## config.mk

```make
export PLATFORM = sky130hd
export DESIGN_NAME = if_fetch_stage
export DESIGN_NICKNAME = d
export VERILOG_FILES = /design/src/rtl/if_fetch_stage.sv
export SDC_FILE = /design/constraint.sdc
export NUM_CORES = 1
export LEC_CHECK = 0
export BUFFER_PORTS_ARGS = -buffer_cell sky130_fd_sc_hd__buf_2
export CAP_MARGIN = 20
export CORE_MARGIN = 2
export CORE_UTILIZATION = 54
export DETAILED_ROUTE_END_ITERATION = 12
export GPL_ROUTABILITY_DRIVEN = 1
export PLACE_DENSITY = 0.82
export SYNTH_ARGS = -nofsm -noshare
export SYNTH_HDL_FRONTEND = slang
export SYNTH_SLANG_ARGS = --single-unit
```

## constraint.sdc

```tcl
create_clock -name clk -period 2.8 [get_ports clk]
set_input_delay 0.28 -clock clk [delete_from_list [all_inputs] [get_ports clk]]
set_output_delay 0.28 -clock clk [all_outputs]
set_load 0.05 [all_outputs]
```

## src/rtl/if_fetch_stage.sv

```systemverilog
// Instruction-fetch stage: owns the PC, the instruction-memory address and the IF/ID register.
// Handles redirect, stall and halt, and counts the valid fetches loaded into IF/ID.
module if_fetch_stage #(
  parameter logic [31:0] RESET_PC   = 32'h0000_0000,
  parameter logic [31:0] NOP_INSTR  = 32'h0000_0013,
  parameter logic [31:0] HALT_INSTR = 32'hFFFF_FFFF,
  parameter int unsigned CNT_W      = 16
) (
  input  logic             clk,
  input  logic             rst,
  input  logic             stall,
  input  logic             redirect_valid,
  input  logic [31:0]      redirect_pc,
  output logic [31:0]      imem_addr,
  input  logic [31:0]      imem_rdata,
  output logic             if_id_valid,
  output logic [31:0]      if_id_pc,
  output logic [31:0]      if_id_pc_plus4,
  output logic [31:0]      if_id_instr,
  output logic             halted,
  output logic [CNT_W-1:0] fetch_count
);

  typedef enum logic [1:0] {BOOT, RUN, HALTED} state_t;

  state_t           state_q, state_d;
  logic [31:0]      pc_q, pc_d;
  logic             valid_q, valid_d;
  logic [31:0]      ifpc_q, ifpc_d;
  logic [31:0]      ifpc4_q, ifpc4_d;
  logic [31:0]      instr_q, instr_d;
  logic [CNT_W-1:0] cnt_q, cnt_d;
  logic [31:0]      pc_plus4;
  logic             redirect_pc_unused;

  assign pc_plus4           = pc_q + 32'd4;
  assign redirect_pc_unused = ^redirect_pc[1:0];

  always_comb begin
    state_d = state_q;
    pc_d    = pc_q;
    valid_d = valid_q;
    ifpc_d  = ifpc_q;
    ifpc4_d = ifpc4_q;
    instr_d = instr_q;
    cnt_d   = cnt_q;
    if (redirect_valid) begin
      pc_d    = {redirect_pc[31:2], 2'b00};
      valid_d = 1'b0;
      ifpc_d  = '0;
      ifpc4_d = '0;
      instr_d = NOP_INSTR;
      state_d = RUN;
    end else if (!stall) begin
      unique case (state_q)
        BOOT: begin
          valid_d = 1'b0;
          instr_d = NOP_INSTR;
          state_d = RUN;
        end
        RUN: begin
          valid_d = 1'b1;
          ifpc_d  = pc_q;
          ifpc4_d = pc_plus4;
          instr_d = imem_rdata;
          cnt_d   = cnt_q + {{(CNT_W-1){1'b0}}, 1'b1};
          // HALT word is delivered like any fetch; only the PC stops advancing.
          if (imem_rdata == HALT_INSTR) begin
            state_d = HALTED;
          end else begin
            pc_d = pc_plus4;
          end
        end
        HALTED: begin
          valid_d = 1'b0;
          instr_d = NOP_INSTR;
        end
        default: state_d = BOOT;
      endcase
    end
  end

  always_ff @(posedge clk) begin
    if (rst) begin
      state_q <= BOOT;
      pc_q    <= RESET_PC;
      valid_q <= 1'b0;
      ifpc_q  <= '0;
      ifpc4_q <= '0;
      instr_q <= NOP_INSTR;
      cnt_q   <= '0;
    end else begin
      state_q <= state_d;
      pc_q    <= pc_d;
      valid_q <= valid_d;
      ifpc_q  <= ifpc_d;
      ifpc4_q <= ifpc4_d;
      instr_q <= instr_d;
      cnt_q   <= cnt_d;
    end
  end

  assign imem_addr      = pc_q;
  assign if_id_valid    = valid_q;
  assign if_id_pc       = ifpc_q;
  assign if_id_pc_plus4 = ifpc4_q;
  assign if_id_instr    = instr_q;
  assign halted         = (state_q == HALTED);
  assign fetch_count    = cnt_q;

endmodule

```

==> flow_summary.toml, run 1 <==
[timing]
hold_violations = 0
skew_ps = 7.81
max_freq_mhz = 466
tns_ps = 0
worstMarginPinSlew_ps = 930
hold_ws_ps = 98.9
relSlewSlack_pct = 38.0
rsz0062_at_grt = "false"
fin_crit_sh_pct = 76.6
finalWorstSetupSlack_ps = 655
finalSetupViolCount = 0
period_needed_ps = 2140
drv_slew = 0

[clock_tree]
cts_sinks = 141
clock_latency_ps = 420
cts_root_buf = "clkbuf_16"
cts_hold_buf = 0
cts_buffers = 17
cts.repair.resized = 0
postCtsSetupRepairBufs = 0
cts_tree = "done"
cts_max_path_buffers = 2
h-tree-depth = 4
path_clk_slew_ps = 60

[hold_path]
min_to = "if_id_instr[4]$_SDFFE_PP1P_"
holdPathStages = 3
hp-class = "in -> reg"
hold_path.startpoint = "imem_rdata[4]"

[global_route]
grt_first_pass_wirelength_um = 27500
grt_overflow = 0
grt_max_degree = 89
grt_pass1_vias = 5584
globalRouteTotalUtil_pct = 27.1
antenna_found_initial = 1

[drt]
detail_route.iter0.violations = 412
firstDrtPassIters = 5
num_vias = 5980
wl_per_cell_um = 16.2
ant_nets = 0
remaining_drc_errors = 0
routed_wl_um = 17000
viasPerCell = 5.70

[placed_design]
dp_slack_ps = 699
io_buffers = 205
dp_hpwl_um = 11500
placed_area_um2 = 7250
place_congestion = 0.833

[logic_synthesis]
synth_cell_type_count = 58
syn_area_um2 = 6210
yosysTopAreaCellShare_pct = 45.4
synth-edff-count = 0
ys_seq_area_share_pct = 45.4
syn_avg_cell_area_um2 = 8.64
ys_ff_latch = 141
synth_area_leaders = "dfxtp_1, a211oi_1, nand2_1"
async_reset_ff_share_pct = 0
synth_cells = 719
yosysWarnings = 0
synth_top_area_cell = "dfxtp_1"
synthFlopType = "dfxtp_1"

[worst_setup_path]
r2r_end = "imem_addr[14]$_SDFFE_PP0P_"
path_common_cell = "and4_1"
max_stage_delay_ps = 520
rrSetupSlack_ps = 660
r2r-start = "imem_addr[4]$_SDFFE_PP0P_"
crit_required_ps = 3140
cp_max_fo = 10
r2r_cells = 5
arrival_ps = 2490
cp-start-kind = "flop"
critical_path_class = "reg -> reg"
cp-end-kind = "flop"
crit_chain = "and4_1 -> and4_1 -> nand2_1 -> or4_1 -> a31oi_1"
slowest_stage = "dfxtp_1"

[cells_and_area]
fin_area_um2 = 7860
n_antenna_cell = 0
area_growth_pct = 26.6
drive_gt1_share_pct = 30.5
nets = 965

[die]
die_h_um = 111
initial_core_util_pct = 54.9
coreArea_um2 = 11300
rows = 39
pin_count = 214
die-area_um2 = 12400
die_w_um = 111

[power_and_ir_drop]
max-vdd-ir-drop_v = 0.000384
internal_power_uw = 3700
power_switching_uw = 1370
p_sw_share_pct = 27.0
power_frac_clock_pct = 45.9
comb_power_share_pct = 11.9
power_density_nw_per_um2 = 644
leakage_uw = 0.00324
pwr-share-seq_pct = 42.3

[run]
max-cap-violations = 0

[status]
status = "completed"
==> power groups by stage <==
stage          logic, uW  clock network, uW  registers, uW
2_1_floorplan        258                  0           2350
3_3_place_gp         592                  0           2180
3_5_place_dp         597                  0           2180
4_1_cts              599               2340           2140
5_1_grt              639               2440           2150
6_report             600               2320           2140
==> logic make-up after synthesis <==
logic type	count (synthesis)	share of synthesized area, %
other	1	0.0604
adders and majority gates	2	0.403
muxes	1	0.161
buffers and inverters	77	5.90
and+or+nand+nor	270	21.3
AOI/OAI and AO/OA	176	19.5
xor gates and xnor gates	51	7.19
DFF	141	45.4
==> synthesized netlist by cell type (2+ instances only) <==
| cell | instances |
|---|---|
| dfxtp_1 | 141 |
| nand2_1 | 93 |
| nor2_1 | 81 |
| a21oi_1 | 53 |
| a211oi_1 | 49 |
| clkbuf_1 | 37 |
| a22oi_1 | 32 |
| xor2_1 | 26 |
| xnor2_1 | 25 |
| nand4_1 | 20 |
| nand3_1 | 19 |
| buf_2 | 16 |
| o21ai_0 | 12 |
| nor2b_1 | 8 |
| buf_4 | 7 |
| inv_1 | 7 |
| nor3_1 | 6 |
| o311ai_0 | 6 |
| a31oi_1 | 5 |
| and3_1 | 5 |
| buf_1 | 5 |
| nor4_1 | 5 |
| nor4_2 | 5 |
| and2_1 | 4 |
| and4_1 | 4 |
| buf_6 | 4 |
| or4_1 | 4 |
| o22ai_1 | 3 |
| a2111oi_2 | 2 |
| a311oi_1 | 2 |
| ha_1 | 2 |
| nand4_2 | 2 |
| or2_2 | 2 |
| or3_1 | 2 |
| or3_4 | 2 |
==> per-layer routing <==
metal	routed length [um]	track usage, %
met2	7990	43.5
met4	372	9.88
met1	7210	35.3
met5	13	0
met3	1370	6.89
==> critical path: cells and delay by family, from the launching register on <==
kind               cells  cell delay, ps
AOI/OAI and AO/OA      1             130
and+or+nand+nor        4            1420
DFF                    1             520
==> per-stage QoR <==
step	power, uW	cells	util, %
floorplan	2610	724	-
global placement	2770	1019	64.1
detailed placement	2780	1019	64.1
CTS	5080	1050	69.5
global route	5230	1050	69.5
finish	5070	1050	69.5
==> sequential cells by signal, indices dropped and copies added, names as in the netlist <==
name	count
if_id_instr	32
if_id_pc	30
if_id_pc_plus4	30
imem_addr	30
fetch_count	16
state_q	2
if_id_valid	1
==> how the worst max path moves through the flow <==
stage                                    from                    endpoint  slack (ps)  depth (start not counted)
floorplan           imem_addr[5]$_SDFFE_PP0P_  imem_addr[31]$_SDFFE_PP0P_         520                          6
detailed placement  imem_addr[5]$_SDFFE_PP0P_  imem_addr[21]$_SDFFE_PP0P_         700                          5
global placement    imem_addr[5]$_SDFFE_PP0P_  imem_addr[21]$_SDFFE_PP0P_         710                          5
CTS                 imem_addr[4]$_SDFFE_PP0P_  imem_addr[14]$_SDFFE_PP0P_         680                          5
global route        imem_addr[5]$_SDFFE_PP0P_  imem_addr[14]$_SDFFE_PP0P_         480                          5
finish              imem_addr[4]$_SDFFE_PP0P_  imem_addr[14]$_SDFFE_PP0P_         660                          5
==> cells in the final DEF, fill, tap and decap left out, types with 3 or more instances in the layout <==
| cell | instances |
|---|---|
| inv_1 | 7 |
| and3_1 | 5 |
| clkbuf_8 | 3 |
| and2_1 | 4 |
| nor2b_1 | 8 |
| a21oi_1 | 53 |
| buf_2 | 205 |
| nor4_2 | 7 |
| nor3_1 | 6 |
| dfxtp_1 | 141 |
| nand3_1 | 19 |
| a31oi_1 | 5 |
| nor2_1 | 80 |
| nand4_1 | 20 |
| clkinv_2 | 3 |
| o311ai_0 | 6 |
| or4_1 | 4 |
| a211oi_1 | 49 |
| conb_1 | 6 |
| xnor2_1 | 25 |
| and4_1 | 4 |
| nor4_1 | 3 |
| buf_4 | 16 |
| a22oi_1 | 32 |
| clkbuf_16 | 17 |
| xor2_1 | 26 |
| nand2_1 | 93 |
| o22ai_1 | 3 |
| o21ai_0 | 12 |
| bufinv_16 | 3 |
==> layout make-up <==
cell class	instances	area [um^2]
clock buffers	21	470
flip-flops and latches	141	2820
inverters	7	26.3
clock inverters	10	138
repair buffers	222	1170
multi-input cells	506	3060
well taps	143	179
fillers	932	3460
Power figures use the tool's default switching activity.
==> run 2: changes to the inputs <==
--- a/config.mk
+++ b/config.mk
@@ -8,10 +8,10 @@
 export BUFFER_PORTS_ARGS = -buffer_cell sky130_fd_sc_hd__buf_2
 export CAP_MARGIN = 20
 export CORE_MARGIN = 2
-export CORE_UTILIZATION = 54
+export CORE_UTILIZATION = 45
 export DETAILED_ROUTE_END_ITERATION = 12
 export GPL_ROUTABILITY_DRIVEN = 1
-export PLACE_DENSITY = 0.82
+export PLACE_DENSITY = 0.73
 export SYNTH_ARGS = -nofsm -noshare
 export SYNTH_HDL_FRONTEND = slang
 export SYNTH_SLANG_ARGS = --single-unit
==> constraint.sdc (replaced) <==
create_clock -name clk -period 1.8 [get_ports clk]
set_input_delay 0.18 -clock clk [delete_from_list [all_inputs] [get_ports clk]]
set_output_delay 0.18 -clock clk [all_outputs]
set_load 0.05 [all_outputs]
==> run 2 against run 1 <==
Against the previous run: the flow now finishes with violations (setup timing); total power rose by 55%; global-route usage fell by 2.1 points; via count is 3.3% higher; critical path depth is 1 lower; flip-flop and latch count is the same; register-to-register slack worse by 680 ps; non-clock buffer count up 60; final cell count is 9.0% higher; combinational power is 80% higher; largest cell class unchanged; critical path type unchanged; core utilization shrank 4.9 points; die area is 19% higher; sequential share of layout area down 2.3 points.
==> flow_summary.toml, run 2 (synthesis gave the netlist of run 1 again) <==
[die]
coreArea_um2 = 13300
pin_count = 214
rows = 42
initial_core_util_pct = 46.5
die_h_um = 121
die_w_um = 121
die-area_um2 = 14800

[power_and_ir_drop]
power_density_nw_per_um2 = 913
leakage_uw = 0.00364
internal_power_uw = 5750
max-vdd-ir-drop_v = 0.000642
comb_power_share_pct = 13.7
p_sw_share_pct = 26.9
power_frac_clock_pct = 44.4
total_power_uw = 7870
power_switching_uw = 2110
pwr-share-seq_pct = 41.9

[clock_tree]
path_clk_slew_ps = 60
cts_sinks = 141
cts_buffers = 17
cts_root_buf = "clkbuf_16"
clock_latency_ps = 420
cts_tree = "done"
cts_max_path_buffers = 2
h-tree-depth = 4

[drt]
viasPerCell = 5.39
detail_route.iter0.violations = 322
routed_wl_um = 18400
wl_per_cell_um = 16.0
remaining_drc_errors = 0
firstDrtPassIters = 5
num_vias = 6176
ant_nets = 0

[cells_and_area]
drive_gt1_share_pct = 38.2
seqCellArea_um2 = 2890
largest_reg_flops = 32
multiInputGateArea_um2 = 3190
nets = 1025
fin_util_pct = 64.5
stdcell_count = 1145
layout_common_cells = "buf_2, dfxtp_1, nand2_1, nor2_1, buf_4"
final_common_cell = "buf_2"
nFillCells = 1167
area_growth_pct = 38.7

[worst_setup_path]
arrival_ps = 2160
r2r_cells = 4
cp-start-kind = "flop"
crit_required_ps = 2140
cp-end-kind = "flop"
critical_path_class = "reg -> reg"
cp_max_fo = 10

[timing]
relSlewSlack_pct = 64.0
fin_crit_sh_pct = 101
tns_ps = -49.5
period_needed_ps = 1820
finalSetupViolCount = 4
worstMarginPinSlew_ps = 539
max_freq_mhz = 549
rsz0062_at_grt = "true"
drv_slew = 0
skew_ps = 8.17
hold_ws_ps = 17.7
finalWorstSetupSlack_ps = -21.1
hold_violations = 0

[status]
violations = "setup timing"
status = "complete, but fails checks"

[global_route]
antenna_found_initial = 1
grt_pass1_vias = 5841
grt_first_pass_wirelength_um = 29000
globalRouteTotalUtil_pct = 24.9
grt_max_degree = 50
grt_overflow = 0

[hold_path]
holdPathStages = 3
hp-class = "in -> reg"

[placed_design]
place_congestion = 0.922
dp_hpwl_um = 12800
dp.cells = 1092
io_buffers = 205

[run]
max-cap-violations = 0
[run 2: cell count changes in the layout (fill, tap and decap cells not counted), moves of 3 or more]
cell / delta
dfxtp_4: +13
dfxtp_2: +17
nor4_4: +3
dlygate4sd3_1: +11
dfxtp_1: -30
buf_4: +43
clkbuf_8: +3
a211oi_2: +4
a211oi_1: -4
buf_12: +3
buf_6: +3
[run 2: area by class of cell]
class / count / share of cell area (%)
Sequential cell: 141 / 33.6
Tap cell: 176 / 2.56
Multi-Input combinational cell: 506 / 37.0
Antenna cell: 1 / 0.0290
Timing Repair Buffer: 282 / 19.6
Clock inverter: 5 / 0.581
Inverter: 7 / 0.305
Clock buffer: 27 / 6.32
[run 2: what timing repair did]
item / in CTS / in global routing
resized for setup: 5 / 20
buffers inserted: 1 / 8
hold buffers: 11 / 0
pin swaps: 0 / 9
hold endpoints to repair: 11 / 0
setup endpoints to repair: 6 / 56
[run 2: stage by stage]
step	worst slack (ps)	area, um^2
2_1_floorplan	-124	6350
3_3_place_gp	-56.9	7730
3_5_place_dp	-137	7730
4_1_cts	-0.630	8460
5_1_grt	-92.2	8610
6_report	-21.1	8620
[run 2: worst max-delay path, cell delays in order (launching register included)]
cell     delay (ps)
dfxtp_1         320
or4b_4          590
buf_4           190
or4_1           490
a31oi_1         140
[run 2: final timing paths]
check	slack, ps	startpoint	to
worst max-delay path	-20	state_q[1]$_SDFFE_PP0P_	imem_addr[21]$_SDFFE_PP0P_
worst min-delay path	20	imem_rdata[12]	if_id_instr[12]$_SDFFE_PP0P_
worst max register to register	-20	state_q[1]$_SDFFE_PP0P_	imem_addr[21]$_SDFFE_PP0P_
worst min register to register	450	if_id_pc[22]$_SDFFE_PP0P_	if_id_pc[22]$_SDFFE_PP0P_
[run 2: routing by layer]
layer	GRT usage [%]	share of wire, %
met4	8.33	1.2
met5	0	0
met2	41.6	47
met1	31.0	44
met3	6.91	7.6
[run 2: power groups by stage]
stage / sequential, uW / combinational [uW] / clock [uW]
after global routing: 3310 / 1160 / 3690
after CTS: 3290 / 1060 / 3550
after detailed placement: 3360 / 1030 / 0
after floorplan: 3660 / 409 / 0
final: 3300 / 1080 / 3490
after global placement: 3360 / 1020 / 0
